`config.mk`:
```
export PLATFORM = sky130hd
export DESIGN_NAME = avl_port_arbiter
export DESIGN_NICKNAME = d
export VERILOG_FILES = /design/src/rtl/avl_port_arbiter_pkg.sv /design/src/rtl/avl_port_arbiter_tag_fifo.sv /design/src/rtl/avl_port_arbiter.sv
export SDC_FILE = /design/constraint.sdc
export NUM_CORES = 1
export LEC_CHECK = 0
export CAP_MARGIN = 10
export CORE_AREA = 8 8 573 575
export DETAILED_ROUTE_END_ITERATION = 6
export DIE_AREA = 0 0 581 583
export DONT_BUFFER_PORTS = 1
export GPL_TIMING_DRIVEN = 0
export PLACE_DENSITY_LB_ADDON = 0.15
export SYNTH_ARGS = -nofsm -noshare
export SYNTH_HDL_FRONTEND = slang
export SYNTH_HIERARCHICAL = 1
export SYNTH_SLANG_ARGS = --single-unit
export TNS_END_PERCENT = 50
```
`constraint.sdc`:
```
create_clock -name clk -period 5.25 [get_ports clk]
set_clock_uncertainty 0.15 [all_clocks]
set_input_delay 1.05 -clock clk [delete_from_list [all_inputs] [get_ports clk]]
set_output_delay 1.05 -clock clk [all_outputs]
set_load 0.005 [all_outputs]
```
`src/rtl/avl_port_arbiter_pkg.sv`:
```
// Shared constants and helpers for the Avalon-MM port arbiter and its read-tag FIFO.
package avl_port_arbiter_pkg;

  localparam logic [2:0] AVL_SIZE_SINGLE = 3'd1;

  // Bits needed to hold a requester index; never narrower than one bit.
  function automatic int req_idx_w(input int n);
    return (n > 1) ? $clog2(n) : 1;
  endfunction

endpackage

```
`src/rtl/avl_port_arbiter_tag_fifo.sv`:
```
// Synchronous FIFO of requester tags for outstanding reads; push and pop may coincide at any level.
module avl_port_arbiter_tag_fifo #(
  parameter int WIDTH = 1,
  parameter int DEPTH = 8
) (
  input  logic                           clk,
  input  logic                           reset_n,
  input  logic                           push,
  input  logic [WIDTH-1:0]               push_data,
  input  logic                           pop,
  output logic [WIDTH-1:0]               head,
  output logic [$clog2(DEPTH+1)-1:0]     count
);
  localparam int PW = (DEPTH > 1) ? $clog2(DEPTH) : 1;
  localparam int CW = $clog2(DEPTH + 1);

  logic [WIDTH-1:0] mem_q [DEPTH];
  logic [PW-1:0]    wr_ptr_q, wr_ptr_d;
  logic [PW-1:0]    rd_ptr_q, rd_ptr_d;
  logic [CW-1:0]    count_q, count_d;

  always_comb begin
    wr_ptr_d = push ? wr_ptr_q + PW'(1) : wr_ptr_q;
    rd_ptr_d = pop  ? rd_ptr_q + PW'(1) : rd_ptr_q;
    case ({push, pop})
      2'b10:   count_d = count_q + CW'(1);
      2'b01:   count_d = count_q - CW'(1);
      default: count_d = count_q;
    endcase
  end

  always_ff @(posedge clk or negedge reset_n) begin
    if (!reset_n) begin
      wr_ptr_q <= '0;
      rd_ptr_q <= '0;
      count_q  <= '0;
    end else begin
      wr_ptr_q <= wr_ptr_d;
      rd_ptr_q <= rd_ptr_d;
      count_q  <= count_d;
    end
  end

  // Storage needs no reset: the head is only consumed while count is non-zero.
  always_ff @(posedge clk) begin
    if (push) begin
      mem_q[wr_ptr_q] <= push_data;
    end
  end

  assign head  = mem_q[rd_ptr_q];
  assign count = count_q;

endmodule

```
`src/rtl/avl_port_arbiter.sv`:
```
// Shares one Avalon-MM DDR2 port among NUM_REQ line requesters with in-order read return routing.
// Build option: define AVL_ARB_FIXED_PRIO_EN to give requester 0 priority over a round-robin group.
module avl_port_arbiter
  import avl_port_arbiter_pkg::*;
#(
  parameter int NUM_REQ    = 2,
  parameter int ADDR_WIDTH = 32,
  parameter int LINE_WIDTH = 256,
  parameter int BE_WIDTH   = 32,
  parameter int MAX_OUTST  = 8
) (
  input  logic                           clk,
  input  logic                           reset_n,
  input  logic [NUM_REQ-1:0]             req_valid,
  input  logic [NUM_REQ-1:0]             req_rw,
  input  logic [NUM_REQ*ADDR_WIDTH-1:0]  req_addr,
  input  logic [NUM_REQ*LINE_WIDTH-1:0]  req_wdata,
  input  logic [NUM_REQ*BE_WIDTH-1:0]    req_be,
  output logic [NUM_REQ-1:0]             req_ready,
  output logic [NUM_REQ-1:0]             rsp_valid,
  output logic [LINE_WIDTH-1:0]          rsp_data,
  output logic                           err_orphan,
  input  logic                           avl_ready,
  output logic [ADDR_WIDTH-1:0]          avl_addr,
  output logic [2:0]                     avl_size,
  output logic [LINE_WIDTH-1:0]          avl_wdata,
  output logic [BE_WIDTH-1:0]            avl_be,
  output logic                           avl_write_req,
  output logic                           avl_read_req,
  output logic                           avl_burstbegin,
  input  logic [LINE_WIDTH-1:0]          avl_rdata,
  input  logic                           avl_rdata_valid
);
  localparam int IW = req_idx_w(NUM_REQ);
  localparam int CW = $clog2(MAX_OUTST + 1);
  localparam logic [IW-1:0] LAST_IDX = IW'(NUM_REQ - 1);

  logic                  run_q, run_d;
  logic                  held_q, held_d;
  logic [IW-1:0]         gnt_q, gnt_d;
  logic [IW-1:0]         rr_ptr_q, rr_ptr_d;
  logic [NUM_REQ-1:0]    rsp_valid_q, rsp_valid_d;
  logic [LINE_WIDTH-1:0] rsp_data_q, rsp_data_d;
  logic                  err_orphan_q, err_orphan_d;

  logic [NUM_REQ-1:0]    elig;
  logic [IW-1:0]         sel, cand, fifo_head;
  logic [CW-1:0]         fifo_count;
  logic                  cmd_valid, hit, sel_rw, accept, push, pop;
  logic                  fifo_full, fifo_nonempty;

  function automatic logic [IW-1:0] next_idx(input logic [IW-1:0] cur, input logic [IW-1:0] wrap_to);
    return (cur == LAST_IDX) ? wrap_to : cur + IW'(1);
  endfunction

  // Occupancy is the registered count, so a same-cycle return does not unblock a read.
  always_comb begin
    fifo_full     = (fifo_count == CW'(MAX_OUTST));
    fifo_nonempty = (fifo_count != '0);
    elig          = req_valid & (req_rw | {NUM_REQ{~fifo_full}});
  end

  // Winner selection; a stalled command keeps its grant until the controller takes it.
  always_comb begin
    sel       = gnt_q;
    cmd_valid = 1'b0;
    hit       = 1'b0;
    cand      = rr_ptr_q;
    if (!run_q) begin
      cmd_valid = 1'b0;
    end else if (held_q) begin
      cmd_valid = req_valid[gnt_q];
    end else begin
`ifdef AVL_ARB_FIXED_PRIO_EN
      if (elig[0]) begin
        sel       = '0;
        cmd_valid = 1'b1;
      end else begin
        cand = (rr_ptr_q == '0) ? IW'(1) : rr_ptr_q;
        for (int i = 0; i < NUM_REQ - 1; i++) begin
          hit       = ~cmd_valid & elig[cand];
          sel       = hit ? cand : sel;
          cmd_valid = cmd_valid | hit;
          cand      = next_idx(cand, IW'(1));
        end
      end
`else
      for (int i = 0; i < NUM_REQ; i++) begin
        hit       = ~cmd_valid & elig[cand];
        sel       = hit ? cand : sel;
        cmd_valid = cmd_valid | hit;
        cand      = next_idx(cand, '0);
      end
`endif
    end
  end

  // Winner's fields go straight to the controller; reads always carry full byte enables.
  always_comb begin
    sel_rw         = req_rw[sel];
    avl_read_req   = cmd_valid & ~sel_rw;
    avl_write_req  = cmd_valid & sel_rw;
    avl_burstbegin = cmd_valid;
    avl_size       = AVL_SIZE_SINGLE;
    avl_addr       = req_addr[int'(sel)*ADDR_WIDTH +: ADDR_WIDTH];
    avl_wdata      = req_wdata[int'(sel)*LINE_WIDTH +: LINE_WIDTH];
    avl_be         = sel_rw ? req_be[int'(sel)*BE_WIDTH +: BE_WIDTH] : {BE_WIDTH{1'b1}};
    accept         = cmd_valid & avl_ready;
    req_ready      = accept ? (NUM_REQ'(1) << sel) : '0;
    push           = accept & ~sel_rw;
    pop            = avl_rdata_valid & fifo_nonempty;
  end

  avl_port_arbiter_tag_fifo #(
    .WIDTH (IW),
    .DEPTH (MAX_OUTST)
  ) u_tag_fifo (
    .clk       (clk),
    .reset_n   (reset_n),
    .push      (push),
    .push_data (sel),
    .pop       (pop),
    .head      (fifo_head),
    .count     (fifo_count)
  );

  // Next-state for grant tracking and the one-cycle registered read return.
  always_comb begin
    run_d        = 1'b1;
    held_d       = cmd_valid & ~avl_ready;
    gnt_d        = cmd_valid ? sel : gnt_q;
    rr_ptr_d     = accept ? next_idx(sel, '0) : rr_ptr_q;
    rsp_valid_d  = pop ? (NUM_REQ'(1) << fifo_head) : '0;
    rsp_data_d   = pop ? avl_rdata : rsp_data_q;
    err_orphan_d = err_orphan_q | (avl_rdata_valid & ~fifo_nonempty);
  end

  always_ff @(posedge clk or negedge reset_n) begin
    if (!reset_n) begin
      run_q        <= 1'b0;
      held_q       <= 1'b0;
      gnt_q        <= '0;
      rr_ptr_q     <= '0;
      rsp_valid_q  <= '0;
      rsp_data_q   <= '0;
      err_orphan_q <= 1'b0;
    end else begin
      run_q        <= run_d;
      held_q       <= held_d;
      gnt_q        <= gnt_d;
      rr_ptr_q     <= rr_ptr_d;
      rsp_valid_q  <= rsp_valid_d;
      rsp_data_q   <= rsp_data_d;
      err_orphan_q <= err_orphan_d;
    end
  end

  assign rsp_valid  = rsp_valid_q;
  assign rsp_data   = rsp_data_q;
  assign err_orphan = err_orphan_q;

endmodule

```
Word-level counts from Yosys, hierarchy flattened

Memory sizes are Yosys's and may differ from the RTL's.
Cells that the tools add are included.

Register bits after elaboration: 273
Bits in writable memories: 8
Bits of input ports: 904
Output and inout port bits: 587
Word-level logic and storage cells: 70
Memories kept: 1

Add/subtract/negate cells: 6
$lt $le $gt $ge: 4
Equality and inequality tests: 3
Shift operators: 5
Multiplexer cells: 22
Bitwise gates (word level): 17
Reductions and logical operators: 2

Memories:

| name             | words | bits a word | rd ports | clocked after memory_dff | wr ports | RTL line                        | text |
|---|---|---|---|---|---|---|---|
| u_tag_fifo.mem_q | 8     | 1           | 1        | 0                        | 1        | avl_port_arbiter_tag_fifo.sv:17 | `logic [WIDTH-1:0] mem_q [DEPTH];` |

Operator list:

| cell                | number |
|---|---|
| $shiftx 512x10->256 | 1 |
| $shiftx 64x7->32    | 2 |
| $mux 32             | 1 |
| $mux 1              | 18 |
| $and 1x1->1         | 8 |
| $lt 1x2->1 const B  | 4 |
| $pmux 4 s2          | 1 |
| $add 3x1->3 const B | 2 |
| $not 1->1           | 5 |
| $add 4x1->4 const B | 1 |
| $eq 4x4->1 const B  | 1 |
| $mux 2              | 2 |
| $reduce_bool 4->1   | 1 |
| $shl 1x1->2 const A | 2 |
| $sub 4x1->4 const B | 1 |
| $add 1x1->1 const B | 2 |
| $and 2x2->2         | 1 |
| $eq 2x1->1 const B  | 1 |
| $eq 2x2->1 const B  | 1 |
| $or 1x1->1          | 2 |
| $or 2x2->2          | 1 |
| $reduce_bool 2->1   | 1 |

Logic depth before layout (Yosys ltp)

Depth after elaboration: 17
Depth in mapped cells: 14
Mapped depth without buffers: 12

Modules after synthesis

The synthesis kept the hierarchy.

By module, submodules not included:

| module                    | instances | cells an instance | area each (µm²) | seq. area each (µm²) |
|---|---|---|---|---|
| avl_port_arbiter          | 1         | 1019              | 15325.9         | 6581.3 |
| avl_port_arbiter_tag_fifo | 1         | 63                | 854.6           | 490.5 |

Worst setup path before layout

No wires, ideal clock.

Path kind: input to output
From: input req_rw[1]
To: output avl_wdata[0]
Arrival time: 2.636 ns
Data required time: 4.050 ns
Setup slack: 1.414 ns
Stages on the path: 8
Path buffers: 4
Path through: buf_6 > or3b_2 > o221ai_2 > a31oi_1 > buf_6 > buf_12 > buf_12 > mux2_4

Longest elaborated chain between the ends: 10
Elaborated cells between the ends (all ways): 13
Classes of those cells: shift: 1; mux: 8; bitwise: 4

RTL lines:

| item                                       | RTL line                | text |
|---|---|---|
| from (decl)                                | avl_port_arbiter.sv:15  | `input logic [NUM_REQ-1:0] req_rw,` |
| $or 2x2->2 *                               | avl_port_arbiter.sv:60  | `elig = req_valid & (req_rw \| {NUM_REQ{~fifo_full}});` |
| $and 2x2->2 *                              | avl_port_arbiter.sv:60  |  |
| $mux 1 (implied by the code) (2 in series) | avl_port_arbiter.sv:89  | `hit = ~cmd_valid & elig[cand];` |
| $not 1->1                                  | avl_port_arbiter.sv:89  |  |
| $and 1x1->1                                | avl_port_arbiter.sv:89  |  |
| $mux 1 *                                   | avl_port_arbiter.sv:90  | `sel = hit ? cand : sel;` |
| $mux 1 *                                   | avl_port_arbiter.sv:71  | `end else if (held_q) begin` |
| $mux 1 *                                   | avl_port_arbiter.sv:69  | `if (!run_q) begin` |
| $shiftx 512x10->256 *                      | avl_port_arbiter.sv:106 | `avl_wdata = req_wdata[int'(sel)*LINE_WIDTH +: LINE_WIDTH];` |
| to (decl)                                  | avl_port_arbiter.sv:26  | `output logic [LINE_WIDTH-1:0] avl_wdata,` |

Mark *: on every way between the ends. The rest lies on a longest branch, timed or not. The select of a mux whose other input is x is not followed.

Worst setup path after layout

From: register u_tag_fifo.count_q[1], in the netlist u_tag_fifo/count[1]
To: output avl_be[13]

Longest elaborated chain between the ends: 14
Elaborated cells between the ends (all ways): 18
Classes of those cells: eq/ne: 1; shift: 1; mux: 11; bitwise: 5

RTL lines:

| item                                                                     | RTL line                        | text |
|---|---|---|
| from (decl)                                                              | avl_port_arbiter_tag_fifo.sv:20 | `logic [CW-1:0] count_q, count_d;` |
| from (signal assigned)                                                   | avl_port_arbiter_tag_fifo.sv:40 | `count_q <= count_d;` |
| $eq 4x4->1 *                                                             | avl_port_arbiter.sv:58          | `fifo_full = (fifo_count == CW'(MAX_OUTST));` |
| $not 1->1 *                                                              | avl_port_arbiter.sv:60          |  |
| $or 2x2->2 *                                                             | avl_port_arbiter.sv:60          |  |
| $and 2x2->2 *                                                            | avl_port_arbiter.sv:60          |  |
| $mux 1 (implied by the code) (2 in series)                               | avl_port_arbiter.sv:89          |  |
| $not 1->1                                                                | avl_port_arbiter.sv:89          |  |
| $and 1x1->1                                                              | avl_port_arbiter.sv:89          |  |
| $mux 1 *                                                                 | avl_port_arbiter.sv:90          |  |
| $mux 1 *                                                                 | avl_port_arbiter.sv:71          |  |
| $mux 1 *                                                                 | avl_port_arbiter.sv:69          |  |
| parallel branches: the longest is 2 deep, another holds $shiftx 64x7->32 | n/a                             |  |
| $mux 32 *                                                                | avl_port_arbiter.sv:107         | `avl_be = sel_rw ? req_be[int'(sel)*BE_WIDTH +: BE_WIDTH] : {BE_WIDTH{1'b1}};` |
| to (decl)                                                                | avl_port_arbiter.sv:27          | `output logic [BE_WIDTH-1:0] avl_be,` |

Every way passes the cells marked *. The select of a mux whose other input is x is not followed.

==> flow_summary.json <==
{
  "max_stage_delay_ps": 770,
  "drtPass1Iterations": 5,
  "synth_top_area_share_pct": 42.22,
  "synth_area_leaders": "dfrtp_1 42%, mux2_2 23%, mux2_4 21%, buf_12 2.7%, nor2b_1 2.7%",
  "dp.cells": 5287,
  "status": "completed",
  "crit_type": "reg2out",
  "final_cell_mix": "324 x mux2_2, 273 x dfrtp_1, 224 x mux2_4",
  "synth-main-ff-cell": "dfrtp_1",
  "synth_edf_count": 8,
  "syn_area_um2": 16180,
  "clock-sinks": 281,
  "cap_violations": 0,
  "drive_gt1_share_pct": 60.07,
  "synth_cells": 1082,
  "cpMaxStageDelayCell": "mux2i_2",
  "dp_hpwl_um": 226000,
  "ctsRootBufferMaster": "clkbuf_16",
  "drv_slew": 0,
  "yosysTopAreaCell": "dfrtp_1",
  "overflow": 0,
  "tightest_slew_ps": 1026,
  "cts_tree": "built",
  "synth_cell_types": 41,
  "grt_max_degree": 274,
  "p_per_area_nw_per_um2": 478.8,
  "vias_per_cell": 2.148,
  "power_frac_seq_pct": 35.9,
  "fin_crit_sh_pct": 93.40,
  "fin_ws_ps": 346.5,
  "fmax_ghz": 0.2039,
  "combPwrFrac_pct": 37.1,
  "place.gp.congestion": 0.9936,
  "wirelength_um": 243400,
  "crit_path_max_fanout": 10,
  "clkTransAtPathRegs_ps": 60,
  "rows": 208,
  "num_vias": 11670,
  "synth_seq_cells": 281,
  "synthArstFlopShare_pct": 97.15,
  "start_kind": "flop",
  "internal_power_uw": 6192,
  "drtIter0Drc": 556,
  "synth.avg_cell_area_um2": 14.95,
  "n_fill_cell": 37040,
  "areaGrowthSynthToFinish_pct": 43.19,
  "wl_per_cell_um": 44.81,
  "worst-path-buf-inv": 4,
  "cp_top_family": "buffers and inverters",
  "final_common_cell": "mux2_2",
  "cts_setup_buffers": 0,
  "cp_common_cell": "buf_6",
  "p_leak_uw": 0.007874,
  "grt_pass1_wl_um": 271900,
  "cts_made_buffers": 38,
  "hp-class": "in2async",
  "ios": 1491,
  "clockBufferDepth": 3,
  "core_area_um2": 319300,
  "h-tree-depth": 2,
  "timing.slew.headroom_pct": 31.63,
  "clockPowerShare_pct": 27.0,
  "port_buffers": 0,
  "fin_cells": 5431,
  "yosys_warnings": 6,
  "nets": 2037,
  "setup_violations": 0,
  "die_w_um": 581,
  "rsz0062_at_grt": "false",
  "period_needed_ps": 4903,
  "start_util_pct": 5.067,
  "ir_drop_v": 0.0001881,
  "drc": 0,
  "cp.required_ps": 4050,
  "antenna_found_initial": 286,
  "multi_input_area_um2": 8454,
  "p_switching_uw": 4901,
  "die-area_um2": 338700,
  "p_sw_share_pct": 44.18,
  "grt_usage_pct": 13.64,
  "cp.arrival_ps": 3700,
  "worstPathCellList": "or3_1 -> buf_6 -> o21a_1 -> a31oi_1 -> buf_6 -> buf_8 -> buf_6 -> mux2i_2",
  "end_kind": "output pin",
  "fp.dieH_um": 583,
  "ant_nets": 0,
  "dp_slack_ps": 307.6,
  "hold_viol": 0,
  "regArea_um2": 7072,
  "insertion_delay_ps": 620,
  "first_global_vias": 11480,
  "p_total_uw": 11090,
  "ys_seq_area_share_pct": 43.71
}
==> power by group through the flow <==
stage,clock (µW),sequential [µW],combinational (µW)
after floorplan,0,3090,2490
after global placement,0,4160,4320
after detailed placement,0,4120,4340
after CTS,3180,4090,4370
after global routing,3230,4230,4390
final,3000,3980,4120
==> synth_stat cells (all sizes together), types with 5 or more instances <==
master	n
mux2	548
dfrtp	273
nor2b	69
buf	62
mux2i	34
clkbuf	14
nor2	10
edfxtp	8
nand2	6
xor2	6
ha	5
==> state kept, by name, indices dropped and copies added, names as in the netlist <==
register             cells
rsp_data               256
u_tag_fifo/mem_q         8
u_tag_fifo/count         4
u_tag_fifo/rd_ptr_q      3
u_tag_fifo/wr_ptr_q      3
rsp_valid                2
err_orphan               1
gnt_q                    1
held_q                   1
rr_ptr_q                 1
run_q                    1
==> per-stage QoR <==
step,hold WS (ps),area (µm²),utilization [%],TNS [ps]
finish,75.35,23170,7.255,0
detailed placement,331.6,21530,6.743,0
floorplan,301.0,16190,-,0
CTS,-116.8,22960,7.189,-8.913
global route,3.564,23090,7.230,0
global placement,342.3,21440,6.715,-112.9
==> final cells by class <==
| cell class | count | share of cell area [%] |
|---|---|---|
| inverter | 4 | 0.06481 |
| tap | 4200 | 22.68 |
| clock buffer | 49 | 4.677 |
| multi-input combinational | 723 | 36.49 |
| buffer | 76 | 3.354 |
| clock inverter | 20 | 1.129 |
| timing repair buffer | 4 | 0.2808 |
| antenna | 74 | 0.7993 |
| sequential | 281 | 30.52 |
==> cells by family (layout without fill, tap and decap cells) <==
| kind of cell | count (synthesis) | in the layout | share of synthesized area (%) |
|---|---|---|---|
| XOR/XNOR | 9 | 9 | 0.4872 |
| multiplexers | 584 | 584 | 45.76 |
| AO/OA/AOI/OAI | 19 | 19 | 1.028 |
| AND/OR/NAND/NOR | 102 | 102 | 3.689 |
| other | 2 | 78 | 0.04641 |
| adder cells (fa/ha/maj) | 5 | 5 | 0.3866 |
| flip-flops | 281 | 281 | 43.71 |
| buffers and inverters | 80 | 153 | 4.895 |
==> final timing paths <==
path	start	to	slack, ps	cells past startpoint
setup / recovery	u_tag_fifo/count[1]	avl_be[13]	350	8
hold / removal	reset_n	rsp_data[221]	80	0
setup reg to reg	u_tag_fifo/count[1]	u_tag_fifo/count[2]	670	15
hold reg to reg	u_tag_fifo/rd_ptr_q[2]	u_tag_fifo/rd_ptr_q[2]	340	1
max in group asynchronous	reset_n	rsp_data[148]	4120	0
min in group clk	avl_ready	held_q	340	1
==> per-layer routing <==
| layer | share of wire, % | global-route usage (%) | vias up |
|---|---|---|---|
| met1 | 34 | 13.57 | 5564 |
| met2 | 46 | 22.78 | 1432 |
| met5 | 0.21 | 0 | - |
| li1 | - | - | 4094 |
| met3 | 15 | 9.035 | 503 |
| met4 | 4.8 | 4.910 | 74 |
==> timing repair <==
action                                  CTS  global route
endpoints found under the setup margin   12             0
endpoints found under the hold margin   195            82
resized for setup                        12             0
(Power assumes the default switching activity.)
